[src/rtl/tlp_cap_ctrl.sv]
// tlp_cap_ctrl: capture sequencer for the TLP debug RAM on the TRN clock.
//
// Once armed, every accepted stream beat is recorded into a circular window of
// 2**ADDR_W entries. A trigger beat is chosen by a header match, immediately, or
// by force. After the trigger, post_cnt more beats are recorded and capture stops.
//
// Ports:
//   trn_clk, trn_rst_n      clock and asynchronous active-low reset
//   st_valid0 .. st_data0   stream input; a beat is accepted when valid & ready
//   arm, abort, force_trig  control pulses
//   trig_mode               0 = trigger on first beat, 1 = header match
//   trig_mask, trig_value   match on st_data0[31:0] of a SOP beat
//   post_cnt                beats recorded after the trigger beat
//   cap_wr_en/addr/data     registered RAM write port; data = {data, be, sop, eop}
//   cap_state, cap_done     0 idle, 1 armed, 2 post, 3 done; done flag
//   cap_wrapped             write pointer wrapped since the last arm
//   trig_addr               RAM address holding the trigger beat
module tlp_cap_ctrl #(
  parameter int unsigned ADDR_W = 12,
  parameter int unsigned DATA_W = 64,
  parameter int unsigned BE_W   = 8
) (
  input  logic                     trn_clk,
  input  logic                     trn_rst_n,
  input  logic                     st_valid0,
  input  logic                     st_ready0,
  input  logic                     st_sop0,
  input  logic                     st_eop0,
  input  logic [BE_W-1:0]          st_be0,
  input  logic [DATA_W-1:0]        st_data0,
  input  logic                     arm,
  input  logic                     abort,
  input  logic                     force_trig,
  input  logic                     trig_mode,
  input  logic [31:0]              trig_mask,
  input  logic [31:0]              trig_value,
  input  logic [ADDR_W-1:0]        post_cnt,
  output logic                     cap_wr_en,
  output logic [ADDR_W-1:0]        cap_wr_addr,
  output logic [DATA_W+BE_W+1:0]   cap_wr_data,
  output logic [1:0]               cap_state,
  output logic                     cap_done,
  output logic                     cap_wrapped,
  output logic [ADDR_W-1:0]        trig_addr
);

  typedef enum logic [1:0] {
    StIdle  = 2'd0,
    StArmed = 2'd1,
    StPost  = 2'd2,
    StDone  = 2'd3
  } state_e;

  state_e            state_q;
  logic [ADDR_W-1:0] ptr_q;
  logic [ADDR_W-1:0] remaining_q;
  logic              force_pend_q;

  logic beat;
  logic hdr_match;
  logic trig_hit;
  logic wr_now;

  assign beat      = st_valid0 & st_ready0;
  assign hdr_match = st_sop0 & (((st_data0[31:0] ^ trig_value) & trig_mask) == 32'h0);
  // A force pulse arriving together with a beat triggers on that same beat.
  assign trig_hit  = beat & (force_pend_q | force_trig | ~trig_mode | hdr_match);
  // abort suppresses the write of a beat accepted in the same cycle.
  assign wr_now    = beat & ~abort & ((state_q == StArmed) | (state_q == StPost));

  assign cap_state = state_q;
  assign cap_done  = (state_q == StDone);

  always_ff @(posedge trn_clk or negedge trn_rst_n) begin
    if (!trn_rst_n) begin
      state_q      <= StIdle;
      ptr_q        <= '0;
      remaining_q  <= '0;
      force_pend_q <= 1'b0;
      cap_wr_en    <= 1'b0;
      cap_wr_addr  <= '0;
      cap_wr_data  <= '0;
      cap_wrapped  <= 1'b0;
      trig_addr    <= '0;
    end else begin
      cap_wr_en <= wr_now;
      if (wr_now) begin
        cap_wr_addr <= ptr_q;
        cap_wr_data <= {st_data0, st_be0, st_sop0, st_eop0};
        ptr_q       <= ptr_q + ADDR_W'(1);
        if (&ptr_q) begin
          cap_wrapped <= 1'b1;
        end
      end

      if (force_trig) begin
        force_pend_q <= 1'b1;
      end

      if (abort) begin
        state_q      <= StIdle;
        force_pend_q <= 1'b0;
      end else begin
        unique case (state_q)
          StIdle, StDone: begin
            if (arm) begin
              state_q      <= StArmed;
              ptr_q        <= '0;
              cap_wrapped  <= 1'b0;
              trig_addr    <= '0;
              force_pend_q <= 1'b0;
            end
          end
          StArmed: begin
            if (trig_hit) begin
              trig_addr    <= ptr_q;
              force_pend_q <= 1'b0;
              if (post_cnt == '0) begin
                state_q <= StDone;
              end else begin
                state_q     <= StPost;
                remaining_q <= post_cnt;
              end
            end
          end
          StPost: begin
            if (beat) begin
              remaining_q <= remaining_q - ADDR_W'(1);
              if (remaining_q == ADDR_W'(1)) begin
                state_q <= StDone;
              end
            end
          end
          default: state_q <= StIdle;
        endcase
      end
    end
  end

endmodule

[config.mk]
export PLATFORM = sky130hd
export DESIGN_NAME = tlp_cap_ctrl
export DESIGN_NICKNAME = d
export VERILOG_FILES = /design/src/rtl/tlp_cap_ctrl.sv
export SDC_FILE = /design/constraint.sdc
export NUM_CORES = 1
export LEC_CHECK = 0
export CAP_MARGIN = 10
export CELL_PAD_IN_SITES_DETAIL_PLACEMENT = 0
export CELL_PAD_IN_SITES_GLOBAL_PLACEMENT = 1
export CORE_UTILIZATION = 32
export CTS_CLUSTER_SIZE = 10
export DETAILED_ROUTE_END_ITERATION = 12
export GPL_TIMING_DRIVEN = 0
export PLACE_DENSITY_LB_ADDON = 0.1
export SYNTH_ARGS = -nofsm -noshare
export SYNTH_HDL_FRONTEND = slang
export SYNTH_SLANG_ARGS = --single-unit
export TNS_END_PERCENT = 5
[constraint.sdc]
create_clock -name trn_clk -period 3 [get_ports trn_clk]
set_input_delay 0.3 -clock trn_clk [delete_from_list [all_inputs] [get_ports trn_clk]]
set_output_delay 0.3 -clock trn_clk [all_outputs]
set_load 0.01 [all_outputs]
==> qor_table.md <==
| Parameter | Value | Unit |
| --- | --- | --- |
| Result of the run | complete, no violations | - |
| Leakage power | 4.01 | nW |
| Largest net degree at the start of global routing | 79 | - |
| H-Tree Depth | 4 | - |
| Core Box Area | 18700 | sq um |
| All-Layer GR Usage | 0.210 | - |
| Crit path arrival time | 3130 | ps |
| Global-route wire length before repair | 31300 | microns |
| Max-slew headroom | 0.519 | - |
| Total congestion overflow after global routing | 0 | - |
| Yosys warns | 0 | - |
| Number of detailed-route iterations in the first pass | 5 | - |
| Worst hold path class | primary input to flip-flop | - |
| Summed negative setup slack over all endpoints | 0 | ps |
| Antenna diode count | 0 | - |
| Num CTS Buffers | 17 | - |
| Area leader, netlist | sky130_fd_sc_hd__dfrtp_1 | - |
| Commonest cells after routing, fill and taps aside | sky130_fd_sc_hd__clkdlybuf4s50_1 (258), sky130_fd_sc_hd__dfrtp_1 (127), sky130_fd_sc_hd__mux2_2 (86) | - |
| Growth of design area from synthesis to finish | 57.2 | % |
| Violation count after the first detailed-routing iteration | 299 | - |
| Slew at the pin closest to its max-slew limit | 722 | ps |
| Placer congestion estimate | 0.791 | - |
| Top-Level Pins | 261 | - |
| Total number of clock tree sinks | 127 | - |
| Top post-synthesis cells by area | sky130_fd_sc_hd__dfrtp_1 (52%), sky130_fd_sc_hd__mux2_2 (16%), sky130_fd_sc_hd__xor2_1 (5.3%) | - |
| Routed len/inst | 18.8 | microns |
| Unrepaired setup endpoints after global routing | true | - |
| Count of maximum capacitance violations | 0 | - |
| Count of buffers inserted at the top-level ports | 259 | - |
| Post-detailed-route via-to-cell ratio | 5.02 | - |
| Detailed-route wire length | 19900 | microns |
| Layout cell share with drive strength beyond 1 | 0.161 | - |
| Max Clock Skew | 6.77 | ps |
| Most common cell after layout, fill and taps aside | sky130_fd_sc_hd__clkdlybuf4s50_1 | - |
| Critical path required time | 3300 | ps |
| CTS tree | yes | - |
| Worst Setup Start Kind | flip-flop | - |
| Shortest clock period the worst path allows after layout | 2830 | ps |
| Top fanout value on the critical path | 10 | - |
| Number of nets at the end of the flow | 977 | - |
| Count of vias placed by the detailed router | 5313 | - |
| Number of antenna violations at the first check in global routing | 1 | - |
| Sequential area share after synthesis | 0.520 | - |
| Part of the cycle the worst path needs | 0.944 | - |
| Total setup buffers inserted after CTS | 0 | - |
| CP endpoint kind | flip-flop | - |
| Count of flip-flops with a built-in enable after synthesis | 0 | - |
| Chip height | 140 | microns |
| Largest vdd supply drop | 0.481 | mV |
| Routed length on met1 | 7990 | microns |
| Total die area | 19700 | sq um |
| Number of global-route vias before repair | 5694 | - |
| Post-synth top area share | 0.520 | - |
| Net count after synthesis | 697 | - |
| Met3 Routed Length | 1570 | microns |
| Post-CTS clock slew at the launch and capture registers of the worst setup and hold paths | 60 | ps |
| Cell Rows | 50 | - |
| Buffers from clock root to sink, at most | 2 | - |
| Residual DRC | 0 | - |
| Setup-violating endpoint count in the final report | 0 | - |
| Number of distinct library cells after synthesis | 45 | - |
| Final antenna-violating net count | 0 | - |
| Floorplan die width | 140 | microns |
| Ys async rst share | 1.00 | - |
| Half-perimeter wire length after placement | 15400 | microns |
| Initial cell density of the core | 0.327 | - |
| Predominant post-synthesis flop cell | sky130_fd_sc_hd__dfrtp_1 | - |
| Power density over cell area | 802 | nW/um^2 |
| Average size of a mapped cell | 11.5 | sq um |
| Worst setup timing slack at the placement stage | -148 | ps |
| Flops & latches, synth | 127 | - |
| Category of the critical setup timing path | flip-flop to flip-flop | - |
| Final Hold Fails | 0 | - |
| WL met2 | 9990 | microns |
| Register-to-Register Setup Slack | 170 | ps |
| Post-Syn Area | 6110 | sq um |
| Power, Total | 0.00771 | W |
| Clk Tree Root Cell | sky130_fd_sc_hd__clkbuf_16 | - |
| Highest Signal Layer | met4 | - |
| Fmax | 353 | MHz |
| Clock latency of the later-clocked register in the worst-skew pair | 420 | ps |
| Max Slew Vio Count | 0 | - |
| Worst setup margin | 168 | ps |
| Number of instances in the synthesized netlist | 533 | - |
## through the flow
stage                     std cells  hold slack (ps)  instance area [sq um]   util
after floorplan                 533             4.41                   6110      -
after global placement         1026              490                   9000  0.481
after detailed placement       1027              289                   9030  0.483
after CTS                      1059              285                   9610  0.514
after global routing           1059              333                   9610  0.514
final                          1059              304                   9610  0.514
## flip-flops by register name, summed over array words and instances (netlist names)
register and count:
cap_state 2, cap_wr_addr 12, cap_wr_data 74, cap_wr_en 1, cap_wrapped 1, force_pend_q 1
ptr_q 12, remaining_q 12, trig_addr 12
## power breakdown
group	leakage [nW]	internal, W	switching (W)
Combinational	2.13	0.00174	0.00125
Sequential	1.62	0.00232	0.000372
Clock	0.266	0.00122	0.000812
## logic make-up (layout without fill, tap and decap cells)
| kind of cell | count (synthesis) | in the layout | share of synthesized area |
|---|---|---|---|
| adders and majority gates | 6 | 6 | 0.0123 |
| DFF | 127 | 127 | 0.520 |
| buffers and inverters | 52 | 344 | 0.0331 |
| xor gates and xnor gates | 40 | 40 | 0.0573 |
| AOI/OAI and AO/OA | 77 | 77 | 0.0984 |
| and+or+nand+nor | 143 | 143 | 0.117 |
| muxes | 88 | 88 | 0.162 |
## area by class of cell
cell class	count	area (sq um)
fillers	1654	9090
repair buffers	261	2630
flip-flops and latches	127	3180
inverters	27	101
clock inverters	12	139
well taps	234	293
plain buffers	25	104
multi-input cells	354	2730
clock buffers	19	433
## layer usage
metal / track usage / vias up
li1: - / 2506
met1: 0.246 / 2596
met2: 0.359 / 190
met3: 0.0697 / 21
met4: 0.0717 / 0
met5: 0 / -
## worst paths after layout
check	from	endpoint	cells past startpoint
max reg2reg	cap_state[0]$_DFFE_PN0P_	cap_wr_addr[8]$_DFFE_PN0P_	6
min	abort	cap_state[0]$_DFFE_PN0P_	2
min reg2reg	cap_wr_data[51]$_DFFE_PN0P_	cap_wr_data[51]$_DFFE_PN0P_	1
max	cap_state[0]$_DFFE_PN0P_	cap_wr_addr[8]$_DFFE_PN0P_	6
min in group asynchronous	trn_rst_n	remaining_q[6]$_DFFE_PN0P_	2
max in group asynchronous	trn_rst_n	cap_wr_data[7]$_DFFE_PN0P_	3
## critical path, stage by stage (launching register included)
cell and delay (ps):
sky130_fd_sc_hd__dfrtp_1 400, sky130_fd_sc_hd__inv_1 80, sky130_fd_sc_hd__ha_1 380, sky130_fd_sc_hd__nor3_1 390, sky130_fd_sc_hd__clkbuf_1 500, sky130_fd_sc_hd__clkbuf_1 540
sky130_fd_sc_hd__mux2_2 410
## timing repair
action | in CTS | in global routing
endpoints found under the setup margin | 9 | 68
resized for setup | 1 | 2
pin swaps | 0 | 0
hold buffers | 1 | 0
gates cloned | 0 | 0
endpoints found under the hold margin | 49 | 0
## Yosys cell counts, types with 2 or more instances
library cell / count
sky130_fd_sc_hd__clkbuf_1: 23
sky130_fd_sc_hd__and3_1: 5
sky130_fd_sc_hd__inv_1: 27
sky130_fd_sc_hd__nor3_1: 7
sky130_fd_sc_hd__or2_2: 8
sky130_fd_sc_hd__or3_1: 9
sky130_fd_sc_hd__xor2_1: 37
sky130_fd_sc_hd__o41ai_1: 11
sky130_fd_sc_hd__nand3_1: 27
sky130_fd_sc_hd__ha_1: 6
sky130_fd_sc_hd__o211ai_1: 11
sky130_fd_sc_hd__mux2_2: 86
sky130_fd_sc_hd__nand4_1: 10
sky130_fd_sc_hd__a222oi_1: 10
sky130_fd_sc_hd__nand2_1: 45
sky130_fd_sc_hd__a22oi_1: 21
sky130_fd_sc_hd__a21oi_1: 7
sky130_fd_sc_hd__nor4_1: 3
sky130_fd_sc_hd__dfrtp_1: 127
sky130_fd_sc_hd__o21ai_0: 6
sky130_fd_sc_hd__xnor2_1: 3
sky130_fd_sc_hd__mux2i_1: 2
sky130_fd_sc_hd__nor2_1: 20
Note: power is estimated with default switching activity, not from simulation.
